==> src/rtl/mips_alu_pkg.sv <==
// mips_alu_pkg: definitions shared by the execute-stage ALU and the ALU
// control unit.
//   - ALU_* : 3-bit ALUControl encodings
//   - occ_state_e : occupancy states of the execute-stage skid buffer
//   - alu_code_legal() : true for the five supported ALUControl codes
package mips_alu_pkg;

  localparam logic [2:0] ALU_AND = 3'b000;
  localparam logic [2:0] ALU_OR  = 3'b001;
  localparam logic [2:0] ALU_ADD = 3'b010;
  localparam logic [2:0] ALU_SUB = 3'b110;
  localparam logic [2:0] ALU_SLT = 3'b111;

  typedef enum logic [1:0] {
    ST_EMPTY = 2'd0,
    ST_ONE   = 2'd1,
    ST_FULL  = 2'd2
  } occ_state_e;

  function automatic logic alu_code_legal(input logic [2:0] code);
    return (code == ALU_AND) || (code == ALU_OR) || (code == ALU_ADD) ||
           (code == ALU_SUB) || (code == ALU_SLT);
  endfunction

endpackage

==> src/rtl/alu_core.sv <==
// alu_core: purely combinational ALU datapath.
// Ports:
//   alu_control [2:0]   ALUControl code
//   src_a, src_b        operands (DATA_W bits)
//   result              operation result, modulo 2^DATA_W
//   zero                result == 0
//   overflow            signed overflow, ADD/SUB only
//   illegal_op          alu_control is not a supported code
module alu_core
  import mips_alu_pkg::*;
#(
  parameter int DATA_W = 32
) (
  input  logic [2:0]        alu_control,
  input  logic [DATA_W-1:0] src_a,
  input  logic [DATA_W-1:0] src_b,
  output logic [DATA_W-1:0] result,
  output logic              zero,
  output logic              overflow,
  output logic              illegal_op
);

  logic [DATA_W-1:0] sum;
  logic [DATA_W-1:0] diff;
  logic              lt;
  logic              sa, sb;

  assign sum  = src_a + src_b;
  assign diff = src_a - src_b;
  assign sa   = src_a[DATA_W-1];
  assign sb   = src_b[DATA_W-1];
  // True signed compare: the sign of diff would be wrong when A-B overflows.
  assign lt   = $signed(src_a) < $signed(src_b);

  always_comb begin
    result     = '0;
    overflow   = 1'b0;
    illegal_op = !alu_code_legal(alu_control);
    case (alu_control)
      ALU_AND: result = src_a & src_b;
      ALU_OR:  result = src_a | src_b;
      ALU_ADD: begin
        result   = sum;
        overflow = (sa == sb) && (sum[DATA_W-1] != sa);
      end
      ALU_SUB: begin
        result   = diff;
        overflow = (sa != sb) && (diff[DATA_W-1] != sa);
      end
      ALU_SLT: result = {{(DATA_W-1){1'b0}}, lt};
      default: result = '0;
    endcase
  end

  assign zero = (result == '0);

endmodule

==> src/rtl/alu_exec_stage.sv <==
// alu_exec_stage: execute-stage ALU between ID/EX and EX/MEM with a
// 2-entry skid buffer (head + skid) so in_ready is a register.
// Ports:
//   clk, rst (async, active high), flush (sync, drops everything)
//   in_valid / in_ready / alu_control / src_a / src_b   upstream side
//   out_valid / out_ready / alu_result / zero / overflow / illegal_op
//                                                       downstream side
// Handshake: a transfer happens on a side exactly when valid && ready are
// both high at a rising clk edge; a producer holds valid and its payload
// until that edge, and outputs never change while out_valid && !out_ready.
// The occupancy state is held in 'state' (occ_state_e) for observation.
module alu_exec_stage
  import mips_alu_pkg::*;
#(
  parameter int DATA_W = 32
) (
  input  logic              clk,
  input  logic              rst,
  input  logic              flush,
  input  logic              in_valid,
  output logic              in_ready,
  input  logic [2:0]        alu_control,
  input  logic [DATA_W-1:0] src_a,
  input  logic [DATA_W-1:0] src_b,
  output logic              out_valid,
  input  logic              out_ready,
  output logic [DATA_W-1:0] alu_result,
  output logic              zero,
  output logic              overflow,
  output logic              illegal_op
);

  occ_state_e        state;

  logic [DATA_W-1:0] core_result;
  logic              core_zero, core_overflow, core_illegal;

  logic [DATA_W-1:0] skid_result;
  logic              skid_zero, skid_overflow, skid_illegal;

  logic              in_xfer, out_xfer;

  alu_core #(.DATA_W(DATA_W)) u_core (
    .alu_control (alu_control),
    .src_a       (src_a),
    .src_b       (src_b),
    .result      (core_result),
    .zero        (core_zero),
    .overflow    (core_overflow),
    .illegal_op  (core_illegal)
  );

  assign in_xfer  = in_valid && in_ready;
  assign out_xfer = out_valid && out_ready;

  // The head registers drive the outputs directly, so they hold their last
  // value whenever nothing is buffered.
  always_ff @(posedge clk or posedge rst) begin
    if (rst) begin
      state         <= ST_EMPTY;
      in_ready      <= 1'b1;
      out_valid     <= 1'b0;
      alu_result    <= '0;
      zero          <= 1'b1;
      overflow      <= 1'b0;
      illegal_op    <= 1'b0;
      skid_result   <= '0;
      skid_zero     <= 1'b1;
      skid_overflow <= 1'b0;
      skid_illegal  <= 1'b0;
    end else if (flush) begin
      state     <= ST_EMPTY;
      in_ready  <= 1'b1;
      out_valid <= 1'b0;
    end else begin
      case (state)
        ST_EMPTY: begin
          if (in_xfer) begin
            alu_result <= core_result;
            zero       <= core_zero;
            overflow   <= core_overflow;
            illegal_op <= core_illegal;
            out_valid  <= 1'b1;
            state      <= ST_ONE;
          end
        end
        ST_ONE: begin
          if (in_xfer && out_xfer) begin
            alu_result <= core_result;
            zero       <= core_zero;
            overflow   <= core_overflow;
            illegal_op <= core_illegal;
          end else if (in_xfer) begin
            skid_result   <= core_result;
            skid_zero     <= core_zero;
            skid_overflow <= core_overflow;
            skid_illegal  <= core_illegal;
            in_ready      <= 1'b0;
            state         <= ST_FULL;
          end else if (out_xfer) begin
            out_valid <= 1'b0;
            state     <= ST_EMPTY;
          end
        end
        ST_FULL: begin
          if (out_xfer) begin
            alu_result <= skid_result;
            zero       <= skid_zero;
            overflow   <= skid_overflow;
            illegal_op <= skid_illegal;
            in_ready   <= 1'b1;
            state      <= ST_ONE;
          end
        end
        default: begin
          state     <= ST_EMPTY;
          in_ready  <= 1'b1;
          out_valid <= 1'b0;
        end
      endcase
    end
  end

endmodule

==> config.mk <==
export PLATFORM = sky130hd
export DESIGN_NAME = alu_exec_stage
export DESIGN_NICKNAME = d
export VERILOG_FILES = /design/src/rtl/mips_alu_pkg.sv /design/src/rtl/alu_core.sv /design/src/rtl/alu_exec_stage.sv
export SDC_FILE = /design/constraint.sdc
export NUM_CORES = 1
export LEC_CHECK = 0
export ABC_AREA = 0
export CORE_AREA = 5 5 157 159
export DETAILED_ROUTE_END_ITERATION = 6
export DIE_AREA = 0 0 162 164
export GPL_ROUTABILITY_DRIVEN = 1
export GPL_TIMING_DRIVEN = 0
export PLACE_DENSITY = 0.6
export SLEW_MARGIN = 0
export SYNTH_ARGS = -nofsm -noshare
export SYNTH_HDL_FRONTEND = slang
export SYNTH_HIERARCHICAL = 1
export SYNTH_SLANG_ARGS = --single-unit
export TNS_END_PERCENT = 30
==> constraint.sdc <==
create_clock -name clk -period 5.85 [get_ports clk]
set_clock_uncertainty 0.05 [all_clocks]
set_input_delay 1.17 -clock clk [delete_from_list [all_inputs] [get_ports clk]]
set_output_delay 1.17 -clock clk [all_outputs]
set_load 0.03 [all_outputs]
==> impl_metrics.tcl, run 1 <==
set metrics [dict create \
    worstMarginPinSlew_ns 0.9838 \
    regArea_mm2 0.001856 \
    grt_pass1_wl_um 44370 \
    die_w_um 162 \
    routed_wl_um 28330 \
    power.total_w 0.002955 \
    wire_per_inst_um 18.85 \
    clkTransAtPathRegs_ns 0.05 \
    slew_viol_final 0 \
    max-slew-margin-rel_pct 33.55 \
    cp-end-kind "flop" \
    cts_buffers 9 \
    syn_nets 1260 \
    syn_avg_cell_area_um2 8.156 \
    ff2ff_setup_slack_ns 4.11 \
    rsz0062_at_grt "no" \
    vias 8540 \
    ir_worst_vdd_v 0.0001732 \
    ys_warn_count 6 \
    hold_class "reg2reg" \
    drt_iter0_markers 872 \
    p_per_area_mw_per_mm2 278.2 \
    pin_count 109 \
    layout-drive-gt1-share_pct 9.646 \
    reg2reg_depth 4 \
    synth_edf_count 0 \
    synth_cells 1088 \
    finalCriticalPeriod_ns 5.563 \
    setup_slack_ns 0.2872 \
    holdPathStages 2 \
    worstPathArrival_ns 5.77 \
    worst_path_most_repeated_cell "a21oi_1" \
    required_ns 6.06 \
    remaining_drc_errors 0 \
    clk_path_buf_depth 2 \
    coreArea_mm2 0.02312 \
    async_flop_share_pct 100.0 \
    finalSetupTns_ns 0 \
    dr.pass1.iters 5 \
    fin_area_mm2 0.01062 \
    hold_viol 0 \
    fin_nets 1380 \
    crit_slowest_cell "o41ai_1" \
    dp_slack_ns -0.1997 \
    track_usage_pct 20.79 \
    cts-hold-fix-buffers 0 \
    hold_ws_ns 0.4519 \
    cts.sinks 74 \
    layout_commonest_cell "a21oi_1" \
    cp_max_fo 10 \
    netlist_area_mm2 0.008874 \
    overflow 0 \
    hpwl_um 22380 \
    cp_slowest_stage_delay_ns 0.82 \
    via_per_inst 5.682 \
    yosysUniqueCellTypes 89 \
    syn2layout_area_growth_pct 19.67 \
    synth-main-ff-cell "dfrtp_1" \
    grt_antenna_before_repair 0 \
    tritoncts "yes" \
    die_h_um 164 \
    n_antenna_cell 0 \
    gp_congestion 0.9171 \
    crit_chain "clkdlybuf4s50_1 -> inv_1 -> ha_1 -> buf_2 -> a21oi_1 -> a32oi_1 -> o31ai_4 -> o41ai_1 -> a31oi_1 -> a311oi_1 -> xnor2_1 -> o22ai_1 -> a221oi_1 -> nand4_1 -> nor4_2 -> mux2i_1 -> a21oi_1" \
    fmax_ghz 0.1798 \
    synth-seq-area-share_pct 20.91 \
    first_global_vias 8013 \
    die_area_mm2 0.02657 \
    htreeDepth 3 \
    synth-seq-cells 74 \
    io_buffers 106 \
    power.static_leakage_nw 5.028 \
    ant_nets 0 \
    multi_input_area_mm2 0.006182 \
    layout_common_cells "a21oi_1, inv_1, clkdlybuf4s50_1" \
    nFillCells 2337 \
    period_share_pct 95.09 \
    initial_core_util_pct 38.38 \
    placed_area_mm2 0.01033 \
    grt_max_degree 67 \
    clk_latency_ns 0.33 \
    cts_root_buffer "clkbuf_16" \
    setup_violations 0 \
    startpoint_type "input port" \
    criticalPathCategory "in2reg" \
    cap_violations 0 \
    rows 56 \
    status "finished, final reports clean" \
]
metal layers:
layer | vias up | GRT usage [%] | routed length, um
met2 | 354 | 32.65 | 12420
met1 | 4008 | 30.07 | 13270
met3 | 44 | 2.760 | 2053
li1 | 4134 | - | -
met5 | - | 0 | 0
met4 | 0 | 5.652 | 589
registers in the layout (all words and copies together) (netlist names):
register and count:
alu_result 32, skid_result 32, state 2, illegal_op 1
in_ready 1, out_valid 1, overflow 1, skid_illegal 1
skid_overflow 1, skid_zero 1, zero 1
cell families (layout without fill, tap and decap cells):
| logic type | after synthesis | count (layout) | synth area share [%] |
|---|---|---|---|
| adders and majority gates | 100 | 100 | 14.27 |
| AOI/OAI and AO/OA | 330 | 330 | 24.72 |
| DFF | 74 | 74 | 20.91 |
| muxes | 95 | 95 | 12.52 |
| xor gates and xnor gates | 21 | 21 | 2.073 |
| and+or+nand+nor | 289 | 289 | 15.96 |
| buffers and inverters | 179 | 304 | 9.546 |
area by class of cell:
cell class,instances,share of cell area (%)
Sequential cell,74,17.47
Clock buffer,13,2.357
Inverter,116,4.124
Timing Repair Buffer,109,10.39
Tap cell,290,3.417
Buffer,63,3.877
Multi-Input combinational cell,835,58.22
Clock inverter,3,0.1414
power by group:
group | switching, W | internal (W) | total [W]
Clock | 0.000195 | 0.000297 | 0.000491
Combinational | 0.000880 | 0.000701 | 0.00158
Sequential | 0.000136 | 0.000746 | 0.000882
worst paths after layout:
kind | startpoint | endpoint
setup reg to reg | out_valid$_DFFE_PP0P_ | alu_result[22]$_DFFE_PP0P_
max in group asynchronous | rst | skid_zero$_DFFE_PP1P_
hold / removal | zero$_DFFE_PP1P_ | zero$_DFFE_PP1P_
setup / recovery | src_a[7] | zero$_DFFE_PP1P_
hold reg to reg | zero$_DFFE_PP1P_ | zero$_DFFE_PP1P_
min in group asynchronous | rst | skid_result[3]$_DFFE_PP0P_
stage by stage:
step / util, % / cells
6_report: 45.93 / 1503
5_1_grt: 45.93 / 1503
4_1_cts: 45.81 / 1501
3_5_place_dp: 44.66 / 1485
3_3_place_gp: 44.53 / 1484
2_1_floorplan: - / 1088
worst max-delay path: cells and delay by family:
kind                       cells  cell delay [ns]
adders and majority gates      1             0.29
and+or+nand+nor                2             0.45
xor gates and xnor gates       1             0.16
buffers and inverters          3             0.80
AOI/OAI and AO/OA              9             2.74
muxes                          1             0.15
synth_stat cells (18+ instances only):
master | instances | area [um^2]
mux2i_1 | 57 | 570.6
inv_1 | 115 | 431.7
nor2b_1 | 19 | 118.9
nor3_1 | 20 | 100.1
dfrtp_1 | 71 | 1777
ha_1 | 98 | 1226
o211ai_1 | 18 | 135.1
o21ai_0 | 58 | 290.3
mux2_4 | 30 | 450.4
nor2_1 | 93 | 349.1
clkbuf_1 | 27 | 101.4
nand3_1 | 18 | 90.09
nand2_1 | 68 | 255.2
a21oi_1 | 122 | 610.6
timing repair:
action | in CTS | in global routing
setup buffers | 0 | 2
gates resized for setup | 0 | 3
setup endpoints to repair | 0 | 2
No activity file was read; power rests on OpenSTA's default activity.
==> run 2: changes to the inputs <==
--- a/config.mk
+++ b/config.mk
@@ -12,6 +12,7 @@
 export GPL_ROUTABILITY_DRIVEN = 1
 export GPL_TIMING_DRIVEN = 0
 export PLACE_DENSITY = 0.6
+export RECOVER_POWER = 100
 export SLEW_MARGIN = 0
 export SYNTH_ARGS = -nofsm -noshare
 export SYNTH_HDL_FRONTEND = slang
==> run 2 against run 1 <==
Compared with the run above: the run now ends with capacitance limit, slew limit left; cell count unchanged; non-clock buffer count unchanged; sequential power fell by 1%; register-to-register slack better by 0.02 ns; critical path type unchanged; sequential cell count unchanged.
==> impl_metrics.tcl, run 2 (synthesized netlist as in run 1, its figures left out) <==
set metrics [dict create \
    final_cell_count_no_fill 1503 \
    die_area_mm2 0.02657 \
    ant_nets 0 \
    rows 56 \
    layout-drive-gt1-share_pct 7.749 \
    r2r-start "out_valid$_DFFE_PP0P_" \
    initial_core_util_pct 38.38 \
    grt_max_degree 67 \
    placed_cells 1485 \
    layout_commonest_cell "a21oi_1" \
    min_from "skid_result[25]$_DFFE_PP0P_" \
    holdPathStages 1 \
    period_share_pct 95.10 \
    hold_viol 0 \
    fmax_ghz 0.1797 \
    rsz0062_at_grt "no" \
    hpwl_um 22380 \
    cp_max_fo 5 \
    hold_ws_ns 0.4385 \
    tritoncts "yes" \
    fin_nets 1380 \
    hold_class "reg2reg" \
    power.total_w 0.002841 \
    die_h_um 164 \
    layout_common_cells "a21oi_1, inv_1, ha_1" \
    die_w_um 162 \
    pin_count 109 \
    ff2ff_setup_slack_ns 4.13 \
    top_regs "alu_result: 32 flops, skid_result: 32 flops, state: 2 flops" \
    violations "capacitance limit, slew limit" \
    htreeDepth 3 \
    cts_buffers 9 \
    reg2reg_depth 4 \
    cp-end-kind "flop" \
    cts_root_buffer "clkbuf_16" \
    clkTransAtPathRegs_ns 0.05 \
    overflow 0 \
    grt_antenna_before_repair 0 \
    first_global_vias 8013 \
    vias 8561 \
    criticalPathCategory "in2reg" \
    grt_pass1_wl_um 44370 \
    startpoint_type "input port" \
    clk_latency_ns 0.33 \
    syn2layout_area_growth_pct 18.29 \
    track_usage_pct 20.79 \
    dr.pass1.iters 5 \
    finalSetupTns_ns 0 \
    drt_iter0_markers 883 \
    slew_viol_final 67 \
    cts.sinks 74 \
    wire_per_inst_um 18.83 \
    setup_violations 0 \
    coreArea_mm2 0.02312 \
    routed_wl_um 28310 \
    clk_path_buf_depth 2 \
    p_per_area_mw_per_mm2 270.6 \
    worstPathArrival_ns 5.77 \
    gp_congestion 0.9171 \
    ir_worst_vdd_v 0.0001734 \
    finalCriticalPeriod_ns 5.563 \
    cap_violations 1 \
    power.static_leakage_nw 4.932 \
    status "finished, violations left" \
    max-slew-margin-rel_pct -130.2 \
    n_antenna_cell 0 \
    via_per_inst 5.696 \
    io_buffers 106 \
    worstMarginPinSlew_ns 3.453 \
    remaining_drc_errors 0 \
    required_ns 6.06 \
    rr_endpoint "skid_result[4]$_DFFE_PP0P_" \
    holdPathEnd "skid_result[25]$_DFFE_PP0P_" \
]
==> run 2: cell types whose count changed in the layout (fill, tap and decap cells not counted), sizes merged <==
cell           change
clkbuf             +4
clkdlybuf4s50     -44
dlygate4sd3       +44
buf                -4
clkinvlp           +1
inv                -1
==> run 2: per-stage QoR <==
stage | area [um^2] | util [%] | setup slack (ns)
after global placement | 10300 | 44.53 | -0.2119
final | 10500 | 45.40 | 0.2866
after CTS | 10590 | 45.81 | 0.1421
after floorplan | 8874 | - | 1.374
after detailed placement | 10330 | 44.66 | -0.1997
after global routing | 10500 | 45.40 | 0.03339
==> run 2: layout make-up <==
class | count | area [um^2]
Buffer | 63 | 411.6
Clock buffer | 13 | 250.2
Clock inverter | 3 | 15.01
Fill cell | 2366 | 12630
Inverter | 116 | 436.7
Multi-Input combinational cell | 835 | 6085
Sequential cell | 74 | 1856
Tap cell | 290 | 362.8
Timing Repair Buffer | 109 | 1080
==> run 2: layer usage <==
layer	GRT usage [%]	routed length, um
met1	30.07	13370
met2	32.65	12470
met3	2.760	1870
met4	5.652	594
met5	0	0
==> run 2: power by group <==
group	internal (W)	switching, W	total, W
Clock	0.000297	0.000196	0.000493
Sequential	0.000746	0.000126	0.000872
Combinational	0.000601	0.000875	0.00148
==> run 2: what timing repair did <==
item                       CTS  global route
setup endpoints to repair    0             2
resized for setup            0             3
setup buffers                0             2
hold buffers                 0             0
==> run 2: worst max-delay path by stage <==
stage / start / depth (start not counted) / slack, ns / to
CTS: src_a[0] / 18 / 0.14 / zero$_DFFE_PP1P_
floorplan: src_a[0] / 15 / 1.37 / zero$_DFFE_PP1P_
finish: src_b[0] / 17 / 0.29 / zero$_DFFE_PP1P_
global route: src_b[0] / 16 / 0.03 / zero$_DFFE_PP1P_
detailed placement: src_a[0] / 18 / -0.20 / zero$_DFFE_PP1P_
global placement: src_b[0] / 17 / -0.21 / zero$_DFFE_PP1P_
==> run 2: worst max-delay path, stage by stage <==
cell           delay (ns)
dlygate4sd3_1        0.60
ha_1                 0.19
inv_1                0.05
fa_1                 0.41
nor2b_1              0.19
o311ai_4             0.35
a2111oi_1            0.21
o31ai_2              0.48
o21ai_0              0.29
a311oi_1             0.41
xnor2_1              0.16
o22ai_1              0.16
a221oi_1             0.34
nand4_1              0.21
nor4_2               0.24
mux2i_1              0.14
a21oi_1              0.16
